### src/rtl/mux4to1_scan_ctrl.sv
// Time-division scanner in front of a 4:1 mux: steps the selects through channels 0..3,
// samples y once per channel and hands the assembled 4-bit frame out on valid/ready.
module mux4to1_scan_ctrl #(
  parameter int HOLD = 1
) (
  input  logic       clk,
  input  logic       rst_n,
  input  logic       start,
  input  logic       cont,
  input  logic       y,
  output logic       s1,
  output logic       s0,
  output logic [3:0] frame,
  output logic       frame_valid,
  input  logic       frame_ready,
  output logic       busy
);

  localparam int CW = (HOLD > 1) ? $clog2(HOLD) : 1;
  localparam logic [CW-1:0] CNT_MAX = CW'(HOLD - 1);

  typedef enum logic [1:0] {
    IDLE  = 2'd0,
    SCAN  = 2'd1,
    VALID = 2'd2
  } state_t;

  state_t          state_r;
  logic [1:0]      ch_r;
  logic [CW-1:0]   cnt_r;
  logic [3:0]      shd_r;

  // Scan sequencer: state, channel/hold counters, shadow capture and all registered outputs.
  always_ff @(posedge clk or negedge rst_n) begin
    if (!rst_n) begin
      state_r     <= IDLE;
      ch_r        <= 2'd0;
      cnt_r       <= '0;
      shd_r       <= 4'h0;
      s1          <= 1'b0;
      s0          <= 1'b0;
      frame       <= 4'h0;
      frame_valid <= 1'b0;
      busy        <= 1'b0;
    end else begin
      case (state_r)
        IDLE: begin
          {s1, s0}    <= 2'b00;
          frame_valid <= 1'b0;
          if (start) begin
            state_r <= SCAN;
            ch_r    <= 2'd0;
            cnt_r   <= '0;
            shd_r   <= 4'h0;
            busy    <= 1'b1;
          end else begin
            state_r <= IDLE;
            busy    <= 1'b0;
          end
        end
        SCAN: begin
          if (cnt_r == CNT_MAX) begin
            shd_r[ch_r] <= y;
            cnt_r       <= '0;
            ch_r        <= ch_r + 2'd1;
            if (ch_r == 2'd3) begin
              // Channel 3 goes straight from y into the frame; shd_r[3] is still clear here.
              state_r     <= VALID;
              frame       <= (shd_r & 4'b0111) | {y, 3'b000};
              frame_valid <= 1'b1;
              {s1, s0}    <= 2'b00;
            end else begin
              state_r  <= SCAN;
              {s1, s0} <= ch_r + 2'd1;
            end
          end else begin
            cnt_r <= cnt_r + CW'(1);
          end
        end
        VALID: begin
          if (frame_ready) begin
            frame_valid <= 1'b0;
            if (cont) begin
              state_r <= SCAN;
              ch_r    <= 2'd0;
              cnt_r   <= '0;
              shd_r   <= 4'h0;
              busy    <= 1'b1;
            end else begin
              state_r <= IDLE;
              busy    <= 1'b0;
            end
          end else begin
            state_r <= VALID;
          end
        end
        default: begin
          state_r     <= IDLE;
          {s1, s0}    <= 2'b00;
          frame_valid <= 1'b0;
          busy        <= 1'b0;
        end
      endcase
    end
  end

endmodule

### config.mk
export PLATFORM = sky130hd
export DESIGN_NAME = mux4to1_scan_ctrl
export DESIGN_NICKNAME = d
export VERILOG_FILES = /design/src/rtl/mux4to1_scan_ctrl.sv
export SDC_FILE = /design/constraint.sdc
export NUM_CORES = 1
export LEC_CHECK = 0
export BUFFER_PORTS_ARGS = -buffer_cell sky130_fd_sc_hd__buf_2
export CORE_UTILIZATION = 50
export CTS_CLUSTER_SIZE = 28
export DETAILED_ROUTE_END_ITERATION = 12
export GPL_TIMING_DRIVEN = 0
export MAX_ROUTING_LAYER = met4
export PLACE_DENSITY = 0.73
export SLEW_MARGIN = 20
export SYNTH_ARGS = -nofsm -noshare
export SYNTH_HDL_FRONTEND = slang
export SYNTH_SLANG_ARGS = --single-unit
### constraint.sdc
create_clock -name clk -period 1.7 [get_ports clk]
set_input_delay 0.51 -clock clk [delete_from_list [all_inputs] [get_ports clk]]
set_output_delay 0.51 -clock clk [all_outputs]
set_load 0.1 [all_outputs]
# Word level (Yosys, flattened, before mapping)
# Index checks and enable logic that the tools add are counted.
dict set report totals {
  in_bits 6
  elab_cells 72
  regBits 17
  out_inout_bits 8
}
dict set report classes {
  n_eq_ne 8
  n_lt_le_gt_ge 2
  add_sub_neg 2
  mux 38
  reduce_logical 9
  bitwise_logic 4
}
# cell count
set ops {}
lappend ops {{$mux 1} 17}
lappend ops {{$mux 4} 4}
lappend ops {{$mux 2} 7}
lappend ops {{$pmux 2 s3} 2}
lappend ops {{$pmux 4 s3} 1}
lappend ops {{$ne 2x2->1 const B} 5}
lappend ops {{$pmux 1 s2} 3}
lappend ops {{$pmux 1 s3} 2}
lappend ops {{$reduce_and 3->1} 2}
lappend ops {{$reduce_and 5->1} 1}
lappend ops {{$bwmux 4} 1}
lappend ops {{$eq 2x2->1 const B} 2}
lappend ops {{$or 3x4->4} 1}
lappend ops {{$reduce_and 2->1} 2}
lappend ops {{$reduce_and 4->1} 1}
lappend ops {{$lt 2x3->1 const B} 1}
lappend ops {{$not 1->1} 3}
lappend ops {{$reduce_bool 3->1} 1}
lappend ops {{$add 2x1->2 const B} 1}
lappend ops {{$demux 1 s2} 1}
lappend ops {{$eq 2x1->1 const B} 1}
lappend ops {{$ge 2x1->1 const B} 1}
lappend ops {{$logic_not 2->1} 1}
lappend ops {{$add 1x1->1 const B} 1}
lappend ops {{$logic_and 1x1->1} 1}

# Logic depth before layout (Yosys ltp)
dict set report logic_depth {
  ltp_word 7
  depth_mapped 4
  depth_no_buf 4
}

# Least setup slack after synthesis
# OpenSTA, ideal clock, no wires.
dict set report synth_timing {
  path_kind {register -> register}
  from {register busy (netlist name)}
  to {register busy}
  required_ns 1.574
  synth_period_minus_slack_ns 1.490
  slack_ns 0.210
  t_arrival_ns 1.364
  stages_incl_launch_ff 4
  setup_time_ns 0.126
  path_buffers 0
  path_cell_list {dfrtp_1 > mux2_1 > a21oi_1 > o21ai_1}
}
# element line_no
set synth_rtl {}
lappend synth_rtl {{end signal, assigned} 44} ;# busy <= 1'b0;
lappend synth_rtl {{end signal, assigned} 55} ;# busy <= 1'b1;
lappend synth_rtl {{end signal, assigned} 58} ;# busy <= 1'b0;
lappend synth_rtl {{end, declared} 16} ;# output logic busy

# Worst setup path after layout
dict set report layout_timing {
  from {register frame_valid}
  to {output port frame_valid}
}
# element line_no
set layout_rtl {}
lappend layout_rtl {{start, declared} 14} ;# output logic frame_valid,
lappend layout_rtl {{start signal, assigned} 43} ;# frame_valid <= 1'b0;
lappend layout_rtl {{start signal, assigned} 49} ;# frame_valid <= 1'b0;
lappend layout_rtl {{start signal, assigned} 70} ;# frame_valid <= 1'b1;
# No word-level cell between the ends.

==> results.md <==
* Syn nets at 65
* Max-Cap Viols at 0
* Post-CTS setup buffers at 0
* Drt initial violations at 3
* Setup TNS after final layout at 0 ps
* Initial Util at 55.5%
* # setup viols final at 0
* Post-cts resize count at 0
* Fin. max-slew vios at 0
* Status: completed
* Total Nets Final at 83
* Final min period at 1610 ps
* Clk_lat worst skew at 280 ps
* Port-buffer cells at 13
* CTS tree: built
* Vias per cell at 5.39
* Remaining DRCs at 0
* Synth area leader: dfrtp_1
* Wire length per cell at 13.5 microns
* Global Route Usage Sum at 18.5%
* CP endpoint kind: output port
* Largest stage delay, worst path at 440 ps
* Initial antenna violation count at 0
* Worst slew pin tran at 486 ps
* CP max-delay cell: buf_2
* Area contributors post-synth: dfrtp_1 (50%), mux2_4 (8.0%), ha_1 (6.7%)
* Most frequent cells after synthesis: dfrtp_1 (15), ha_1 (4), mux2_4 (4)
* Asr flop ratio synth at 100%
* Die footprint at 0.00166 sq mm
* Clock buffer depth at 2
* Critical path arrival at 1100 ps
* TritonRoute pass-1 iters at 2
* Fraction of layout cells with a size suffix above 1 at 37.5%
* Post-synthesis cell area at 749 sq um
* Slew HR at 67.8%
* HP Class: input pin to asynchronous set/reset pin
* Final GP Congestion at 0.708
* Routed Antenna Nets at 0
* Die Height at 40.7 microns
* Largest net degree at the start of global routing at 16
* CTS Sinks at 15
* Vias in the first global route at 440
* Post-synth top area share at 50.1%
* CP Cell Sequence: buf_2
* Detailed Place HPWL at 877 microns
* First-pass GRT wire length at 1.92 mm
* WP buf/inv at 1
* CP Class: flip-flop to output port
* Max FO, Critical Path at 3
* Final Cycle Share at 94.8%
* Unrepaired setup endpoints after global routing: false
* Worst Path Required at 1190 ps
* Critical path launch point type: flip-flop
* Synth cell types at 25
* Seq cells post-synth at 15
* H-tree level count at 1
* Synthesized area per cell at 13.6 sq um
* Cts hold-fix bufs at 0
* CP delay by family, top: buffers and inverters
* Std-Cell Core Area at 0.00135 sq mm
* Syn-to-layout area delta at 14.7%
* Fmax achieved at 621 MHz
* Filler cells at 102
* Predominant post-synthesis flop cell: dfrtp_1
* Ant. Diodes at 0
* Fin. Hold Viols at 0
* Most frequent cell after synthesis: dfrtp_1
* Mapped Cells at 55
* Clock skew at 10.7 ps
* Die Wd at 40.7 microns
* Seq/Total Area, Yosys at 50.1%
* EDFF count, synth at 0
* GR Overflow Total at 0
* FP Rows at 13
* Cts bufs inserted at 3
* Clk slew on worst S/H paths at 100 ps
* Detailed Route WL at 1.18 mm
* Top Ports at 14
* Via count at 469
* CTS root buffer: clkbuf_4
* Yosys warns at 0
==> cell type report <==
class | instances | area (sq um) | share of cell area (%)
flip-flops and latches | 15 | 375 | 43.7
well taps | 15 | 18.8 | 2.18
multi-input cells | 36 | 352 | 40.9
plain buffers | 1 | 11.3 | 1.31
repair buffers | 13 | 65.1 | 7.57
clock buffers | 4 | 26.3 | 3.06
inverters | 3 | 11.3 | 1.31
==> through the flow <==
| step | instances | setup slack [ps] | utilization (%) | hold WS [ps] | instance area (sq um) |
|---|---|---|---|---|---|
| floorplan | 55 | 210 | - | 214 | 749 |
| global placement | 83 | 269 | 61.7 | 427 | 833 |
| detailed placement | 83 | 274 | 61.7 | 436 | 833 |
| CTS | 87 | 80.0 | 63.7 | 126 | 860 |
| global route | 87 | 48.2 | 63.7 | 137 | 860 |
| finish | 87 | 88.9 | 63.7 | 116 | 860 |
==> state kept, by name, indices dropped and copies added (netlist names) <==
signal	count
frame_valid	1
ch_r	2
frame	4
busy	1
s0	1
s1	1
shd_r	3
state_r	2
==> metal layers <==
layer / GRT usage [%] / share of wire, % / wire length (microns) / vias to the layer above
met5: - / 0 / 0 / -
met4: 10.0 / 1.0 / 12 / 0
met3: 4.89 / 2.4 / 28 / 2
met2: 25.4 / 46 / 542 / 8
met1: 24.6 / 50 / 593 / 223
li1: - / - / - / 236
==> cells in the final DEF, fill, tap and decap left out, types with 2 or more instances in the layout <==
master,count
a22o_1,2
o2bb2ai_1,3
ha_1,4
dfrtp_1,15
buf_2,13
mux2i_1,3
inv_1,3
o21ai_1,3
clkbuf_4,3
nor2_1,2
mux2_4,4
==> cells by family (layout without fill, tap and decap cells) <==
| group | after synthesis | count (layout) | synth area share, % |
|---|---|---|---|
| buffers and inverters | 4 | 21 | 3.00 |
| muxes | 9 | 9 | 15.0 |
| adders and majority gates | 4 | 4 | 6.68 |
| DFF | 15 | 15 | 50.1 |
| AOI/OAI and AO/OA | 13 | 13 | 15.5 |
| and+or+nand+nor | 10 | 10 | 9.68 |
==> final timing paths <==
kind                            slack (ps)        start     endpoint  cells after the start
worst max-delay path                    90  frame_valid  frame_valid                      1
worst min-delay path                   120        rst_n     shd_r[0]                      1
worst max register to register         320   state_r[1]     frame[1]                      3
worst min register to register         510           s0           s0                      1
max in group asynchronous             1320        rst_n     shd_r[1]                      1
min in group clk                       510           s0           s0                      1
Power is left out: the tool's default activity adds up to more than one toggle a clock period on the data nets, which glitch-free logic cannot reach.
